[config.mk]
export PLATFORM = sky130hd
export DESIGN_NAME = opal_tx_flat
export DESIGN_NICKNAME = d
export VERILOG_FILES = /design/src/rtl/opal_tx_if.sv /design/src/rtl/opal_tx.sv /design/src/flat_wrapper.sv
export SDC_FILE = /design/constraint.sdc
export NUM_CORES = 1
export LEC_CHECK = 0
export ABC_AREA = 1
export CORE_UTILIZATION = 53
export CTS_BUF_LIST = sky130_fd_sc_hd__clkbuf_8
export DETAILED_ROUTE_END_ITERATION = 8
export GPL_TIMING_DRIVEN = 0
export PLACE_DENSITY_LB_ADDON = 0.15
export SLEW_MARGIN = 25
export SYNTH_ARGS = -nofsm -noshare
export SYNTH_HDL_FRONTEND = slang
export SYNTH_SLANG_ARGS = --single-unit
export TNS_END_PERCENT = 10
[constraint.sdc]
create_clock -name clk -period 1.6 [get_ports clk]
set_input_delay 0.16 -clock clk [delete_from_list [all_inputs] [get_ports clk]]
set_output_delay 0.16 -clock clk [all_outputs]
set_load 0.005 [all_outputs]
[src/rtl/opal_tx_if.sv]
// OPAL transmitter bus: frame request and parallel variables in, serial clock,
// frame-valid strobe, per-lane data and frame status out.
interface opal_tx_if #(
    parameter int QTD_VARIABLES     = 16,
    parameter int OPAL_OUTPUT_WIDTH = 16
);
    logic                                       i_start;
    logic [QTD_VARIABLES*OPAL_OUTPUT_WIDTH-1:0] i_data;
    logic                                       o_clk;
    logic                                       o_enable;
    logic [QTD_VARIABLES-1:0]                   o_data;
    logic                                       o_busy;
    logic                                       o_done;

    modport master (
        input  i_start,
        input  i_data,
        output o_clk,
        output o_enable,
        output o_data,
        output o_busy,
        output o_done
    );

    modport slave (
        output i_start,
        output i_data,
        input  o_clk,
        input  o_enable,
        input  o_data,
        input  o_busy,
        input  o_done
    );
endinterface

[src/rtl/opal_tx.sv]
// OPAL frame transmitter: shifts QTD_VARIABLES parallel variables out LSB first, one lane each.
// Optional feature: define OPAL_TX_AUTOSTART_EN for continuous back-to-back frames without i_start.
module opal_tx #(
    parameter int QTD_VARIABLES     = 16,
    parameter int OPAL_OUTPUT_WIDTH = 16,
    parameter int CLK_DIV           = 4
) (
    input  logic      clk,
    input  logic      rst_n,
    opal_tx_if.master bus
);
    localparam int N  = QTD_VARIABLES;
    localparam int W  = OPAL_OUTPUT_WIDTH;
    localparam int BW = $clog2(W);
    localparam int PW = $clog2(CLK_DIV);
    localparam logic [PW-1:0] PHASE_LAST = PW'(CLK_DIV - 1);
    localparam logic [PW-1:0] HOLD_LAST  = PW'(CLK_DIV / 2 - 1);
    localparam logic [BW-1:0] BIT_LAST   = BW'(W - 1);

    generate
        if (CLK_DIV < 2) begin : g_bad_clk_div
            $error("opal_tx: CLK_DIV must be 2 or more");
        end
        if (W < 2) begin : g_bad_width
            $error("opal_tx: OPAL_OUTPUT_WIDTH must be 2 or more");
        end
        if (2 * CLK_DIV * (W + 1) >= 1500) begin : g_bad_timeout
            $error("opal_tx: frame length reaches the 1500-cycle receiver timeout");
        end
    endgenerate

    typedef enum logic [2:0] {S_IDLE, S_LOW, S_HIGH, S_TAIL, S_GAP} state_t;

    state_t          r_state;
    state_t          w_state_next;
    logic [PW-1:0]   r_phase;
    logic [PW-1:0]   w_phase_next;
    logic [BW-1:0]   r_bit_cnt;
    logic [BW-1:0]   w_bit_next;
    logic [N*W-1:0]  r_shadow;
    logic            w_load;
    logic            w_done_next;
    logic            w_phase_end;
    logic [N-1:0]    w_first_bits;
    logic [N-1:0]    w_cur_bits;
    logic [N-1:0]    w_data_next;
    logic            r_o_clk;
    logic            r_o_enable;
    logic            r_o_busy;
    logic            r_o_done;
    logic [N-1:0]    r_o_data;

    // First bit comes straight from i_data because the shadow is loaded on the same edge.
    generate
        for (genvar gi = 0; gi < N; gi++) begin : g_lane
            logic [W-1:0] w_var;
            assign w_var            = r_shadow[gi*W +: W];
            assign w_cur_bits[gi]   = w_var[r_bit_cnt];
            assign w_first_bits[gi] = bus.i_data[gi*W];
        end
    endgenerate

    always_comb begin
        w_state_next = r_state;
        w_phase_next = r_phase;
        w_bit_next   = r_bit_cnt;
        w_load       = 1'b0;
        w_done_next  = 1'b0;
        w_phase_end  = (r_phase == PHASE_LAST);
        case (r_state)
            S_IDLE: begin
`ifdef OPAL_TX_AUTOSTART_EN
                w_state_next = S_LOW;
                w_load       = 1'b1;
`else
                if (bus.i_start) begin
                    w_state_next = S_LOW;
                    w_load       = 1'b1;
                end
`endif
            end
            S_LOW: begin
                if (w_phase_end) w_state_next = S_HIGH;
            end
            S_HIGH: begin
                if (w_phase_end) begin
                    if (r_bit_cnt == BIT_LAST) begin
                        w_state_next = S_TAIL;
                    end else begin
                        w_state_next = S_LOW;
                        w_bit_next   = r_bit_cnt + 1'b1;
                    end
                end
            end
            S_TAIL: begin
                if (w_phase_end) w_state_next = S_GAP;
            end
            S_GAP: begin
                if (w_phase_end) begin
                    w_done_next = 1'b1;
`ifdef OPAL_TX_AUTOSTART_EN
                    w_state_next = S_LOW;
                    w_load       = 1'b1;
`else
                    w_state_next = S_IDLE;
`endif
                end
            end
            default: w_state_next = S_IDLE;
        endcase

        if (w_state_next != r_state) w_phase_next = '0;
        else if (r_state != S_IDLE)  w_phase_next = r_phase + 1'b1;
        if (w_load || w_state_next == S_IDLE) w_bit_next = '0;

        // Later bits wait half a phase after the o_clk fall so the receiver sees stable data.
        w_data_next = r_o_data;
        if (w_load)
            w_data_next = w_first_bits;
        else if (r_state == S_LOW && r_phase == HOLD_LAST)
            w_data_next = w_cur_bits;
        else if (w_state_next == S_GAP || w_state_next == S_IDLE)
            w_data_next = '0;
    end

    always_ff @(posedge clk or negedge rst_n) begin
        if (!rst_n) begin
            r_state    <= S_IDLE;
            r_phase    <= '0;
            r_bit_cnt  <= '0;
            r_shadow   <= '0;
            r_o_clk    <= 1'b0;
            r_o_enable <= 1'b0;
            r_o_busy   <= 1'b0;
            r_o_done   <= 1'b0;
            r_o_data   <= '0;
        end else begin
            r_state    <= w_state_next;
            r_phase    <= w_phase_next;
            r_bit_cnt  <= w_bit_next;
            if (w_load) r_shadow <= bus.i_data;
            r_o_clk    <= (w_state_next == S_HIGH);
            r_o_enable <= (w_state_next == S_LOW) || (w_state_next == S_HIGH) ||
                          (w_state_next == S_TAIL);
            r_o_busy   <= (w_state_next != S_IDLE);
            r_o_done   <= w_done_next;
            r_o_data   <= w_data_next;
        end
    end

    assign bus.o_clk    = r_o_clk;
    assign bus.o_enable = r_o_enable;
    assign bus.o_data   = r_o_data;
    assign bus.o_busy   = r_o_busy;
    assign bus.o_done   = r_o_done;
endmodule

[src/flat_wrapper.sv]
// flat-port wrapper written by rule: the top's interface ports become plain ports
module opal_tx_flat 
#(
    parameter int QTD_VARIABLES     = 16,
    parameter int OPAL_OUTPUT_WIDTH = 16,
    parameter int CLK_DIV           = 4
)
  (clk, rst_n, bus_i_start, bus_i_data, bus_o_clk, bus_o_enable, bus_o_data, bus_o_busy, bus_o_done);
  opal_tx_if #(.QTD_VARIABLES(QTD_VARIABLES), .OPAL_OUTPUT_WIDTH(OPAL_OUTPUT_WIDTH)) bus_i ();
  input  logic clk;
  input  logic rst_n;
  input wire logic [$bits(bus_i.i_start)-1:0] bus_i_start;
  input wire logic [$bits(bus_i.i_data)-1:0] bus_i_data;
  output wire logic [$bits(bus_i.o_clk)-1:0] bus_o_clk;
  output wire logic [$bits(bus_i.o_enable)-1:0] bus_o_enable;
  output wire logic [$bits(bus_i.o_data)-1:0] bus_o_data;
  output wire logic [$bits(bus_i.o_busy)-1:0] bus_o_busy;
  output wire logic [$bits(bus_i.o_done)-1:0] bus_o_done;
  assign bus_i.i_start = bus_i_start;
  assign bus_i.i_data = bus_i_data;
  assign bus_o_clk = bus_i.o_clk;
  assign bus_o_enable = bus_i.o_enable;
  assign bus_o_data = bus_i.o_data;
  assign bus_o_busy = bus_i.o_busy;
  assign bus_o_done = bus_i.o_done;
  opal_tx #(.QTD_VARIABLES(QTD_VARIABLES), .OPAL_OUTPUT_WIDTH(OPAL_OUTPUT_WIDTH), .CLK_DIV(CLK_DIV)) u_core (.clk(clk), .rst_n(rst_n), .bus(bus_i));
endmodule
==> results.py <==
metrics = {
    "run_status": {
        "status": "complete, but fails checks",
        "violations": "setup timing",
    },
    "grt": {
        "grt_pass1_vias": 12900,
        "grt_max_degree": 90,
        "grtUsageTotal": 0.339,
        "antenna_found_initial": 0,
        "grt_pass1_wl_mm": 67.7,
        "grt.overflow.total": 0,
    },
    "synth": {
        "postSynthRegisterBits": 285,
        "yosysSeqAreaShare": 0.528,
        "synthesis.area_um2": 13500,
        "yosys.area.top_type": "dfrtp_1",
        "synthesis.nets": 2066,
        "synth_top_area_frac": 0.528,
        "yosysUniqueCellTypes": 27,
        "yosys_warnings": 0,
        "avgSynthCellArea_um2": 7.49,
        "syn_inst": 1804,
        "synth_area_leaders": "dfrtp_1, nand2_1, nand3_1",
    },
    "worst_setup_path": {
        "setup.worst_path.end": "u_core.bus.o_data[4]$_DFFE_PN0P_",
        "worstPathMaxFanout": 6,
        "r2r-end": "u_core.bus.o_data[4]$_DFFE_PN0P_",
        "crit_path_start_kind": "flip-flop",
        "crit_path_start": "u_core.r_bit_cnt[0]$_DFFE_PN0P_",
        "r2r_slack_ps": -150,
        "required_ps": 2090,
        "reg2reg_depth": 10,
        "slowest_delay_ps": 460,
        "r2r-start": "u_core.r_bit_cnt[0]$_DFFE_PN0P_",
        "path_class": "reg -> reg",
        "worst_path_max_delay_cell": "dfrtp_2",
        "cpMostUsedCell": "nand3_1",
        "cp_cell_sequence": "ha_4 -> nand2_1 -> nor2_2 -> nand3_2 -> nand2_2 -> nand2_4 -> nand2_8 -> buf_4 -> nand3_1 -> nand3_1",
        "worstSetupEndpointType": "flip-flop",
        "worstPathArrival_ps": 2240,
    },
    "pwr": {
        "p_comb_frac": 0.395,
        "leakagePower_nw": 9.95,
        "pwr-share-seq": 0.383,
        "power.switching_mw": 11.8,
        "finalPower_mw": 31.6,
        "powerDensity_nw_per_um2": 1610,
        "p_int_mw": 19.8,
        "swShare": 0.373,
        "p_clk_frac": 0.223,
        "irDropWorstVdd_uv": 849,
    },
    "final_layout": {
        "final_common_cell": "nand2_1",
        "syn_to_final_growth_pct": 44.8,
        "fillers": 1769,
        "final_nets": 2446,
        "antenna_cells": 0,
        "final_area_um2": 19600,
        "drive_gt1_frac": 0.150,
        "mostFrequentLayoutCells": "nand2_1, dfrtp_1, clkdlybuf4s50_1, nand3_1, inv_1",
    },
    "timing": {
        "worst_slack_ps": -146,
        "tightest_slew_ps": 641,
        "rsz0062_at_grt": "true",
        "fin_crit_ps": 1750,
        "max_slew_margin": 0.573,
        "hold_ws_ps": 120,
        "finalHoldViolations": 0,
        "fmax_ghz": 0.573,
        "slew_viol_final": 0,
        "finalSetupViolCount": 68,
        "min_period_over_period": 1.09,
        "fin_skew_ps": 15.8,
    },
    "route": {
        "vias_per_cell": 5.44,
        "initialDrtViolationCount": 1452,
        "dr.pass1.iters": 5,
        "detailroute.via_count": 13900,
        "drt_wl_total_mm": 47.6,
        "wl_per_cell_um": 18.7,
        "postRouteAntennaNets": 0,
        "drc": 0,
    },
    "worst_hold_path": {
        "hold_class": "in -> async",
    },
    "clock_network": {
        "cts_made_buffers": 48,
        "cts_tree": "done",
        "cts-root-buf": "clkbuf_8",
        "ctsHtreeMaxLevel": 2,
        "insertion_delay_ps": 560,
        "cts.sinks": 285,
        "cts_max_path_buffers": 3,
        "path_clk_slew_ps": 70,
    },
    "floorplan": {
        "initial_core_util": 0.538,
        "core_um2": 25100,
        "rows": 58,
        "io_pins": 279,
        "die_y_um": 162,
        "die_w_um": 162,
        "fp.dieArea_um2": 26100,
    },
    "run": {
        "drv_cap": 0,
    },
    "placement": {
        "portBuffers": 278,
        "place_hpwl_mm": 31.0,
        "gp_congestion": 0.909,
        "dp_slack_ps": -556,
        "placed_area_um2": 16800,
    },
}
## registers in the layout, summed over array words and instances (netlist names)
signal and count:
u_core.bus.o_busy 1, u_core.bus.o_data 16, u_core.bus.o_done 1, u_core.r_shadow 256
u_core.bus.o_enable 1, u_core.r_phase 2, u_core.bus.o_clk 1, u_core.r_state 3
u_core.r_bit_cnt 4
## routing by layer
metal,vias to the layer above,wire (um),global-route usage
li1,6359,-,-
met3,198,4950,0.0677
met1,6451,18300,0.455
met2,855,21600,0.540
met4,0,2690,0.141
met5,-,0,0
## power groups by stage
| stage | registers (mW) | clock network [mW] | logic (mW) |
|---|---|---|---|
| 4_1_cts | 12.0 | 7.01 | 10.7 |
| 3_5_place_dp | 12.1 | 0 | 10.1 |
| 2_1_floorplan | 11.7 | 0 | 6.77 |
| 6_report | 12.1 | 7.03 | 12.5 |
| 5_1_grt | 12.4 | 7.39 | 13.7 |
| 3_3_place_gp | 12.1 | 0 | 9.69 |
## worst min-delay path by stage
stage / startpoint / cells past startpoint / end / slack, ps
2_1_floorplan: rst_n / 0 / u_core.bus.o_busy$_DFF_PN0_ / -140
3_3_place_gp: u_core.r_shadow[231]$_DFFE_PN0P_ / 2 / u_core.r_shadow[231]$_DFFE_PN0P_ / 460
3_5_place_dp: rst_n / 1 / u_core.r_shadow[43]$_DFFE_PN0P_ / 120
4_1_cts: bus_i_data[182] / 3 / u_core.r_shadow[182]$_DFFE_PN0P_ / 120
5_1_grt: bus_i_data[133] / 3 / u_core.r_shadow[133]$_DFFE_PN0P_ / 130
6_report: rst_n / 2 / u_core.r_shadow[43]$_DFFE_PN0P_ / 120
## cell type report
| type | instances | area (um2) | area share |
|---|---|---|---|
| clock buffer | 66 | 908 | 0.0464 |
| buffer | 106 | 1170 | 0.0596 |
| tap | 330 | 413 | 0.0211 |
| inverter | 156 | 614 | 0.0314 |
| timing repair inverter | 1 | 11.3 | 0.000575 |
| sequential | 285 | 7130 | 0.365 |
| multi-input combinational | 1258 | 5610 | 0.287 |
| clock inverter | 20 | 141 | 0.00723 |
| timing repair buffer | 328 | 3570 | 0.182 |
## cell families after synthesis
group,synth area share
buffers and inverters,0.0835
AND/OR/NAND/NOR,0.332
AO/OA/AOI/OAI,0.0512
XOR/XNOR,0.00259
adder cells (fa/ha/maj),0.00278
flip-flops,0.528
## worst max-delay path: cells and delay by family, from the launching register on
family / cells / cell delay [ps]
adder cells (fa/ha/maj): 1 / 170
flip-flops: 1 / 460
buffers and inverters: 1 / 120
AND/OR/NAND/NOR: 8 / 930
## per-stage QoR
stage                     setup TNS, ps  cells  utilization
after floorplan                       0   1804            -
after global placement         -3355980   2412        0.665
after detailed placement         -59840   2415        0.669
after CTS                          -135   2514        0.730
after global routing              -9200   2550        0.779
final                             -2740   2550        0.779
## synthesized netlist by cell type (all sizes together)
cell	instances
inv	155
nor2	30
o21ai	128
xor2	4
clkinv	1
dfrtp	285
a22oi	1
nor3	1
nand2	874
clkbuf	36
buf	70
o31ai	1
o211ai	3
nand3	206
or2	2
nand4	2
a21oi	2
ha	3
## repair_timing
| action | CTS | global route |
|---|---|---|
| pin swaps | 4 | 40 |
| setup buffers | 11 | 17 |
| gates cloned | 1 | 19 |
| gates resized for setup | 147 | 211 |
| hold endpoints to repair | 125 | 0 |
| endpoints found under the setup margin | 292 | 280 |
| hold buffers | 1 | 0 |
(Power assumes the default switching activity.)
